[src/rtl/mcu_bus_bridge.sv]
// MCU-to-peripheral bus bridge: decodes CPU transfers onto N_SLV APB-style slave channels.
// Optional ACCESS-phase timeout is enabled with `define BUS_TIMEOUT_EN.
`timescale 1ns/1ps
module mcu_bus_bridge #(
  parameter int unsigned N_SLV      = 4,
  parameter int unsigned ADDR_W     = 32,
  parameter int unsigned SLV_ADDR_W = 12,
  parameter int unsigned TIMEOUT    = 64
) (
  input  logic                    clk,
  input  logic                    reset,
  input  logic                    busReq,
  input  logic                    busWe,
  input  logic [ADDR_W-1:0]       busAddr,
  input  logic [31:0]             busWData,
  input  logic [1:0]              LSControl,
  input  logic                    SignControl,
  output logic [31:0]             busRData,
  output logic                    busReady,
  output logic                    busErr,
  output logic [N_SLV-1:0]        psel,
  output logic                    penable,
  output logic                    pwrite,
  output logic [SLV_ADDR_W-1:0]   paddr,
  output logic [31:0]             pwdata,
  output logic [3:0]              pstrb,
  input  logic [N_SLV*32-1:0]     prdata,
  input  logic [N_SLV-1:0]        pready
);

  localparam int unsigned IDX_W = (N_SLV > 1) ? $clog2(N_SLV) : 0;
  localparam int unsigned SEL_W = 4;
  localparam int unsigned CNT_W = 10;

  if (N_SLV < 1 || N_SLV > 8) begin : gBadNSlv
    $error("mcu_bus_bridge: N_SLV must be 1..8");
  end
  if (TIMEOUT < 2 || TIMEOUT > 1023) begin : gBadTimeout
    $error("mcu_bus_bridge: TIMEOUT must be 2..1023");
  end

  typedef enum logic [2:0] {IDLE, SETUP, ACCESS, DONE, ERR} stateT;

  stateT            state;
  logic [1:0]       lsReg;
  logic             signReg;
  logic [1:0]       aLoReg;
  logic [SEL_W-1:0] idxReg;
`ifdef BUS_TIMEOUT_EN
  logic [CNT_W-1:0] toCnt;
`endif

  // Request decode: slave index, error detection, lane strobes and replicated write data
  logic [ADDR_W-1:0] idxField;
  logic [ADDR_W-1:0] upperField;
  logic [SEL_W-1:0]  reqIdx;
  logic              decErr;
  logic [3:0]        reqStrb;
  logic [31:0]       reqWData;
  logic [N_SLV-1:0]  reqOneHot;

  always_comb begin
    idxField   = (busAddr >> SLV_ADDR_W) & ADDR_W'((64'd1 << IDX_W) - 64'd1);
    upperField = busAddr >> (SLV_ADDR_W + IDX_W);
    reqIdx     = SEL_W'(idxField);
    decErr     = (reqIdx >= SEL_W'(N_SLV)) || (upperField != '0) ||
                 (LSControl == 2'b11) ||
                 ((LSControl == 2'b01) && busAddr[0]) ||
                 ((LSControl == 2'b10) && (busAddr[1:0] != 2'b00));
    reqStrb    = 4'b0000;
    reqWData   = busWData;
    case (LSControl)
      2'b00: begin
        reqStrb  = 4'b0001 << busAddr[1:0];
        reqWData = {4{busWData[7:0]}};
      end
      2'b01: begin
        reqStrb  = busAddr[1] ? 4'b1100 : 4'b0011;
        reqWData = {2{busWData[15:0]}};
      end
      2'b10: reqStrb = 4'b1111;
      default: reqStrb = 4'b0000;
    endcase
    reqOneHot = '0;
    for (int i = 0; i < int'(N_SLV); i++) begin
      reqOneHot[i] = (reqIdx == SEL_W'(i));
    end
  end

  // Selected slave response; unselected pready/prdata never reach the FSM
  logic        selReady;
  logic [31:0] selData;

  always_comb begin
    selReady = 1'b0;
    selData  = 32'h0;
    for (int i = 0; i < int'(N_SLV); i++) begin
      if (idxReg == SEL_W'(i)) begin
        selReady = pready[i];
        selData  = prdata[32*i +: 32];
      end
    end
  end

  // Read lane extraction, shifted to bit 0 and extended per the latched sign control
  logic [7:0]  rdByte;
  logic [15:0] rdHalf;
  logic [31:0] rdExt;

  always_comb begin
    case (aLoReg)
      2'd0:    rdByte = selData[7:0];
      2'd1:    rdByte = selData[15:8];
      2'd2:    rdByte = selData[23:16];
      default: rdByte = selData[31:24];
    endcase
    rdHalf = aLoReg[1] ? selData[31:16] : selData[15:0];
    case (lsReg)
      2'b00:   rdExt = {{24{signReg & rdByte[7]}}, rdByte};
      2'b01:   rdExt = {{16{signReg & rdHalf[15]}}, rdHalf};
      default: rdExt = selData;
    endcase
  end

  // Transfer FSM; every output is registered alongside the state
  always_ff @(posedge clk or negedge reset) begin
    if (!reset) begin
      state    <= IDLE;
      lsReg    <= 2'b00;
      signReg  <= 1'b0;
      aLoReg   <= 2'b00;
      idxReg   <= '0;
      busRData <= 32'h0;
      busReady <= 1'b0;
      busErr   <= 1'b0;
      psel     <= '0;
      penable  <= 1'b0;
      pwrite   <= 1'b0;
      paddr    <= '0;
      pwdata   <= 32'h0;
      pstrb    <= 4'b0000;
`ifdef BUS_TIMEOUT_EN
      toCnt    <= '0;
`endif
    end else begin
      busReady <= 1'b0;
      busErr   <= 1'b0;
      case (state)
        IDLE: begin
          if (busReq) begin
            pwrite  <= busWe;
            paddr   <= busAddr[SLV_ADDR_W-1:0];
            pwdata  <= reqWData;
            pstrb   <= reqStrb;
            lsReg   <= LSControl;
            signReg <= SignControl;
            aLoReg  <= busAddr[1:0];
            idxReg  <= reqIdx;
            if (decErr) begin
              state    <= ERR;
              busReady <= 1'b1;
              busErr   <= 1'b1;
            end else begin
              state   <= SETUP;
              psel    <= reqOneHot;
              penable <= 1'b0;
            end
          end
        end
        SETUP: begin
          state   <= ACCESS;
          penable <= 1'b1;
`ifdef BUS_TIMEOUT_EN
          toCnt   <= '0;
`endif
        end
        ACCESS: begin
          if (selReady) begin
            state    <= DONE;
            busReady <= 1'b1;
            psel     <= '0;
            penable  <= 1'b0;
            if (!pwrite) busRData <= rdExt;
          end
`ifdef BUS_TIMEOUT_EN
          else if (toCnt == CNT_W'(TIMEOUT - 1)) begin
            state    <= ERR;
            busReady <= 1'b1;
            busErr   <= 1'b1;
            psel     <= '0;
            penable  <= 1'b0;
          end else begin
            toCnt <= toCnt + CNT_W'(1);
          end
`endif
        end
        DONE:    state <= IDLE;
        ERR:     state <= IDLE;
        default: state <= IDLE;
      endcase
    end
  end

endmodule

[config.mk]
export PLATFORM = sky130hd
export DESIGN_NAME = mcu_bus_bridge
export DESIGN_NICKNAME = d
export VERILOG_FILES = /design/src/rtl/mcu_bus_bridge.sv
export SDC_FILE = /design/constraint.sdc
export NUM_CORES = 1
export LEC_CHECK = 0
export ABC_AREA = 1
export CAP_MARGIN = 30
export CORE_ASPECT_RATIO = 0.8
export CORE_UTILIZATION = 44
export DETAILED_ROUTE_END_ITERATION = 12
export PLACE_DENSITY = 0.91
export SLEW_MARGIN = 5
export SYNTH_ARGS = -nofsm -noshare
export SYNTH_HDL_FRONTEND = slang
export SYNTH_SLANG_ARGS = --single-unit
[constraint.sdc]
create_clock -name clk -period 3.27 [get_ports clk]
set_clock_uncertainty 0.1 [all_clocks]
set_input_delay 0.981 -clock clk [delete_from_list [all_inputs] [get_ports clk]]
set_output_delay 0.981 -clock clk [all_outputs]
set_load 0.01 [all_outputs]
== Word level (Yosys, flattened, before mapping) ==
Cells that the tools add are included.
Word-level totals
  word-level logic and storage cells: 88
  bits of input ports: 203
  output and inout port bits: 88
  flip-flop bits (word level): 98
Cells by class
  shifts and indexed selects: 1
  equal/unequal tests: 17
  reductions and logical operators: 21
  bitwise logic cells: 3
  $lt $le $gt $ge: 1
  muxes and demuxes: 31
Operators by type and width (count)
  $mux W32: 4
  $pmux W32 S2: 2
  $reduce_bool A32 Y1: 1
  $pmux W8 S3: 1
  $mux W16: 1
  $mux W4: 4
  $eq A2 B2 Y1 const B: 7
  $pmux W4 S3: 1
  $mux W1: 11
  $eq A2 B1 Y1 const B: 5
  $mux W3: 3
  $pmux W3 S3: 1
  $logic_not A4 Y1: 2
  $pmux W4 S2: 1
  $reduce_and A4 Y1: 2
  $logic_not A2 Y1: 3
  $ne A2 B2 Y1 const B: 3
  $logic_or A1 B1 Y1: 4
  $reduce_and A2 Y1: 2
  $reduce_bool A2 Y1: 2
  $shl A1 B2 Y4 const A: 1
  $eq A3 B1 Y1 const B: 1
  $eq A3 B2 Y1 const B: 1
  $ge A2 B3 Y1 const B: 1
  8 further kinds: 10

== Logic depth before layout (Yosys ltp) ==
  depth in word-level cells: 8
  gate-level depth with buffers: 13
  mapped depth without buffers: 11

== Least setup slack after synthesis ==
OpenSTA, ideal clock, no wires.
  path type: input -> register
  from: input LSControl[1]
  to: register psel[0]
  stages: 8
  buffers on the path: 1
  required time: 3.053 ns
  path slack: 1.034 ns
  setup time: 0.117 ns
  data arrival time: 2.020 ns
  path through: buf_2 nor2_1 a21oi_1 nand3_1 o21ai_1 nand2_1 nand2_1 nand2_1
Between the ends
  cells in the longest elaborated chain, start to end: 6
  elaborated cells between the ends (all ways): 10
  those cells by class: eq/ne (4); reduce/logical (6)
RTL lines
  start: declaration: line 16  | input logic [1:0] LSControl,
  $eq A2 B2 Y1 or $eq A2 B1 Y1 (tied branches): line 67, 68
  $logic_or A1 B1 Y1 or $logic_and A1 B1 Y1 (tied branches): line 66, 68
  $logic_or A1 B1 Y1: line 67  | (LSControl == 2'b11) ||
  $logic_or A1 B1 Y1 (*): line 68  | ((LSControl == 2'b01) && busAddr[0]) ||
  $ne A2 B2 Y1 (no line) (*)
  $reduce_and A4 Y1 (no line) (*)
  end signal: assignment: line 165  | psel <= reqOneHot;
  end: declaration: line 21  | output logic [N_SLV-1:0] psel,
Every way passes the cells marked *; elsewhere a longest branch is shown, timed or not.
A chain may end at the register's enable or synchronous reset.

== Worst setup path after layout ==
  from: register idxReg[1]
  to: register busRData[4]
Between the ends
  cells in the longest elaborated chain, start to end: 7
  elaborated cells between the ends (all ways): 16
  those cells by class: eq/ne (3); mux (11); reduce/logical (2)
RTL lines
  start: declaration: line 48  | logic [SEL_W-1:0] idxReg;
  start signal: assignment: line 158  | idxReg <= reqIdx;
  $logic_not A4 Y1: line 98  | if (idxReg == SEL_W'(i)) begin
  $mux W32 (4 in a row): line 98
  $pmux W8 S3 or $mux W16 (tied branches): line 111, 117
  $pmux W32 S2: line 118  | case (lsReg)
  end signal: assignment: line 183  | if (!pwrite) busRData <= rdExt;
  end: declaration: line 18  | output logic [31:0] busRData,
Several ways; a longest one is shown, not always the timed one.

==> insert_results.sql <==
INSERT INTO impl_metrics (metric_group, metric, value, unit) VALUES
('route', 'post_drt_antenna_nets', '0', ''),
('sta', 'max_slew.worst_pin.slew', '0.777', 'ns'),
('clock_tree', 'cts_tree', 'yes', ''),
('power', 'power.density_cell_area', '396', 'mW/mm2'),
('place', 'placed_instances', '1260', ''),
('min_path', 'class_of_the_tightest_hold_or_removal_check', 'reg2reg', ''),
('synth', 'mappedNetlistArea', '0.00570', 'mm2'),
('sta', 'rsz0062_at_grt', 'false', ''),
('sta', 'timing.max_slew.rel_slack', '48.0', '%'),
('synth', 'netlist_top_cells_area', 'sky130_fd_sc_hd__dfrtp_1 42%, sky130_fd_sc_hd__nand2_1 22%, sky130_fd_sc_hd__o21ai_0 7.0%, sky130_fd_sc_hd__nand3_1 4.4%, sky130_fd_sc_hd__a21oi_1 4.1%', ''),
('clock_tree', 'cts-htree-levels', '3', ''),
('place', 'dpl-instance-area', '0.00871', 'mm2'),
('clock_tree', 'buffer_depth_of_the_longest_clock_path', '2', ''),
('route', 'initialDrtViolationCount', '562', ''),
('min_path', 'worstHoldStart', 'paddr[9]', ''),
('synth', 'synthCells', '831', ''),
('synth', 'synthDominantAreaCellType', 'sky130_fd_sc_hd__dfrtp_1', ''),
('global_route', 'grt_use_total', '32.4', '%'),
('sta', 'finalHoldViolations', '0', ''),
('clock_tree', 'post_cts_hold_buffer_count', '0', ''),
('flow_run', 'drv_cap', '0', ''),
('worst_setup_path', 'worst_path_class_setup', 'reg2reg', ''),
('clock_tree', 'cts-resized-gates', '0', ''),
('sta', 'period_share', '85.1', '%'),
('final_layout', 'layout_cell_share_with_drive_strength_beyond_1', '4.07', '%'),
('global_route', 'first_global_vias', '6459', ''),
('final_layout', 'final-instance-count-excl-fill', '1278', ''),
('die', 'initial_core_util', '46.0', '%'),
('global_route', 'gr-total-overflow', '0', ''),
('global_route', 'grt_first_pass_wirelength', '33.5', 'mm'),
('sta', 'timing.final.ws_setup', '0.488', 'ns'),
('outcome', 'outcome', 'complete, no violations', ''),
('final_layout', 'num-nets-final', '1304', ''),
('die', 'die-width', '129', 'um'),
('synth', 'mappedNetlistNets', '1034', ''),
('final_layout', 'synthToLayoutAreaGrowth', '58.3', '%'),
('global_route', 'grt_antenna_before_repair', '1', ''),
('route', 'post-route-drc-count', '0', ''),
('worst_setup_path', 'reg2reg_depth', '11', ''),
('route', 'postRouteWirelength', '21.4', 'mm'),
('min_path', 'hold_path_end', 'paddr[9]', ''),
('place', 'dp_worst_setup_slack', '0.259', 'ns'),
('clock_tree', 'cts_inserted_buffers', '9', ''),
('clock_tree', 'clock_tree.root_cell', 'sky130_fd_sc_hd__clkbuf_16', ''),
('final_layout', 'final_common_cell', 'sky130_fd_sc_hd__nand2_1', ''),
('worst_setup_path', 'timing.critical_path.to_type', 'flip-flop', ''),
('worst_setup_path', 'worstReg2RegStart', 'idxReg[1]', ''),
('clock_tree', 'cts_setup_buffers', '0', ''),
('worst_setup_path', 'arrival', '2.91', 'ns'),
('synth', 'yosysTopAreaCellShare', '42.2', '%'),
('sta', 'max_freq', '360', 'MHz'),
('die', 'standard_cell_row_count', '36', ''),
('sta', 'setup-violations-final', '0', ''),
('route', 'drt-pass1-iter-count', '5', ''),
('clock_tree', 'clock_sinks', '96', ''),
('die', 'io_pins', '291', ''),
('place', 'dp_hpwl', '16.4', 'mm'),
('clock_tree', 'clock_latency', '0.35', 'ns'),
('die', 'floorplan.die_area', '0.0134', 'mm2'),
('global_route', 'grt_start_max_net_pins', '66', ''),
('sta', 'report.final.slew_viol_count', '0', ''),
('route', 'routed_via_density', '5.30', ''),
('power', 'peakVddDrop', '0.311', 'mV'),
('synth', 'yosysWarningCount', '0', ''),
('synth', 'yosysSeqAreaShare', '42.2', '%'),
('sta', 'setup_tns', '0', 'ns'),
('synth', 'ys_seq_elements', '96', ''),
('place', 'place.gp.congestion', '0.984', ''),
('min_path', 'timing.hold.worst_path_depth', '2', ''),
('die', 'core-area', '0.0124', 'mm2'),
('sta', 'final.min_clock_period', '2.78', 'ns');
-- report_power, final --
part	internal (mW)	switching [mW]	leakage, nW
Combinational	0.562	0.618	2.89
Sequential	1.28	0.0774	1.25
Clock	0.536	0.499	0.138
Total	2.38	1.19	4.27
-- logic make-up (layout without fill, tap and decap cells) --
logic type / Yosys count / count (layout) / synth area share (%)
AO/OA/AOI/OAI: 167 / 167 / 16.0
AND/OR/NAND/NOR: 473 / 473 / 34.7
buffers and inverters: 95 / 370 / 7.16
flip-flops: 96 / 96 / 42.2
other: 0 / 1 / 0
-- synth_stat cells --
library cell / n
sky130_fd_sc_hd__o21ai_1: 6
sky130_fd_sc_hd__a21oi_1: 47
sky130_fd_sc_hd__o22ai_1: 5
sky130_fd_sc_hd__nand4_4: 1
sky130_fd_sc_hd__or2_0: 5
sky130_fd_sc_hd__a21oi_2: 1
sky130_fd_sc_hd__nand3_2: 3
sky130_fd_sc_hd__a2bb2oi_1: 1
sky130_fd_sc_hd__a31oi_1: 8
sky130_fd_sc_hd__o211ai_1: 15
sky130_fd_sc_hd__clkbuf_1: 18
sky130_fd_sc_hd__nor2_2: 3
sky130_fd_sc_hd__buf_4: 2
sky130_fd_sc_hd__nand3b_1: 1
sky130_fd_sc_hd__nor2_1: 48
sky130_fd_sc_hd__nor2_4: 1
sky130_fd_sc_hd__nor3_1: 6
sky130_fd_sc_hd__nand3_1: 50
sky130_fd_sc_hd__nand4_1: 1
sky130_fd_sc_hd__buf_2: 17
sky130_fd_sc_hd__nand2_1: 329
sky130_fd_sc_hd__o21a_1: 1
sky130_fd_sc_hd__a31o_2: 1
sky130_fd_sc_hd__buf_6: 3
sky130_fd_sc_hd__a41oi_1: 2
sky130_fd_sc_hd__nand2_2: 2
sky130_fd_sc_hd__and2_1: 1
sky130_fd_sc_hd__inv_2: 4
sky130_fd_sc_hd__inv_1: 48
sky130_fd_sc_hd__buf_1: 3
sky130_fd_sc_hd__or2_1: 22
sky130_fd_sc_hd__dfrtp_1: 96
sky130_fd_sc_hd__o21ai_0: 80
-- layer usage --
metal	wire length (um)	vias up	track usage, %
met4	641	0	12.5
met3	2240	55	9.40
li1	-	3233	-
met5	0	-	0
met1	8550	3134	40.9
met2	9990	347	51.8
-- worst max-delay path, stage by stage (launching register included) --
cell	delay, ns
sky130_fd_sc_hd__dfrtp_1	0.40
sky130_fd_sc_hd__buf_4	0.20
sky130_fd_sc_hd__inv_2	0.42
sky130_fd_sc_hd__nand2_1	0.49
sky130_fd_sc_hd__o211ai_1	0.45
sky130_fd_sc_hd__nand3_1	0.16
sky130_fd_sc_hd__nand2_1	0.10
sky130_fd_sc_hd__nand2_1	0.05
sky130_fd_sc_hd__o21ai_0	0.07
sky130_fd_sc_hd__nand2_1	0.09
sky130_fd_sc_hd__nand2_1	0.08
sky130_fd_sc_hd__nand2_1	0.05
-- worst max path at each step --
stage                     slack [ns]           to  depth (start not counted)          from
after floorplan                 1.03      psel[0]                          8  LSControl[1]
after global placement          0.37      psel[3]                         11  LSControl[1]
after detailed placement        0.26      psel[3]                         11  LSControl[1]
after CTS                       0.51     paddr[1]                          1      paddr[1]
after global routing            0.31  busRData[4]                         11     idxReg[1]
final                           0.49  busRData[4]                         11     idxReg[1]
-- area by class of cell --
cell class	instances	area, um2
clock buffers	10	229
repair buffers	302	3030
clock inverters	6	61.3
multi-input cells	640	2890
inverters	52	195
flip-flops and latches	96	2400
diodes	1	2.50
fillers	1015	3370
well taps	171	214
-- per-stage QoR --
step | util (%) | hold slack (ns) | total power, mW
4_1_cts | 72.6 | 0.379 | 3.57
3_5_place_dp | 70.3 | 0.362 | 2.54
3_3_place_gp | 70.3 | 0.354 | 2.52
2_1_floorplan | - | 0.402 | 1.91
5_1_grt | 72.8 | 0.395 | 3.75
6_report | 72.8 | 0.376 | 3.58
-- flip-flops by register name, summed over array words and instances, names as in the netlist, 2 cells and up --
| signal | flops |
|---|---|
| idxReg | 2 |
| busRData | 32 |
| pwdata | 32 |
| psel | 4 |
| pstrb | 4 |
| state | 3 |
| paddr | 12 |
| lsReg | 2 |
No activity file was read; power rests on OpenSTA's default activity.
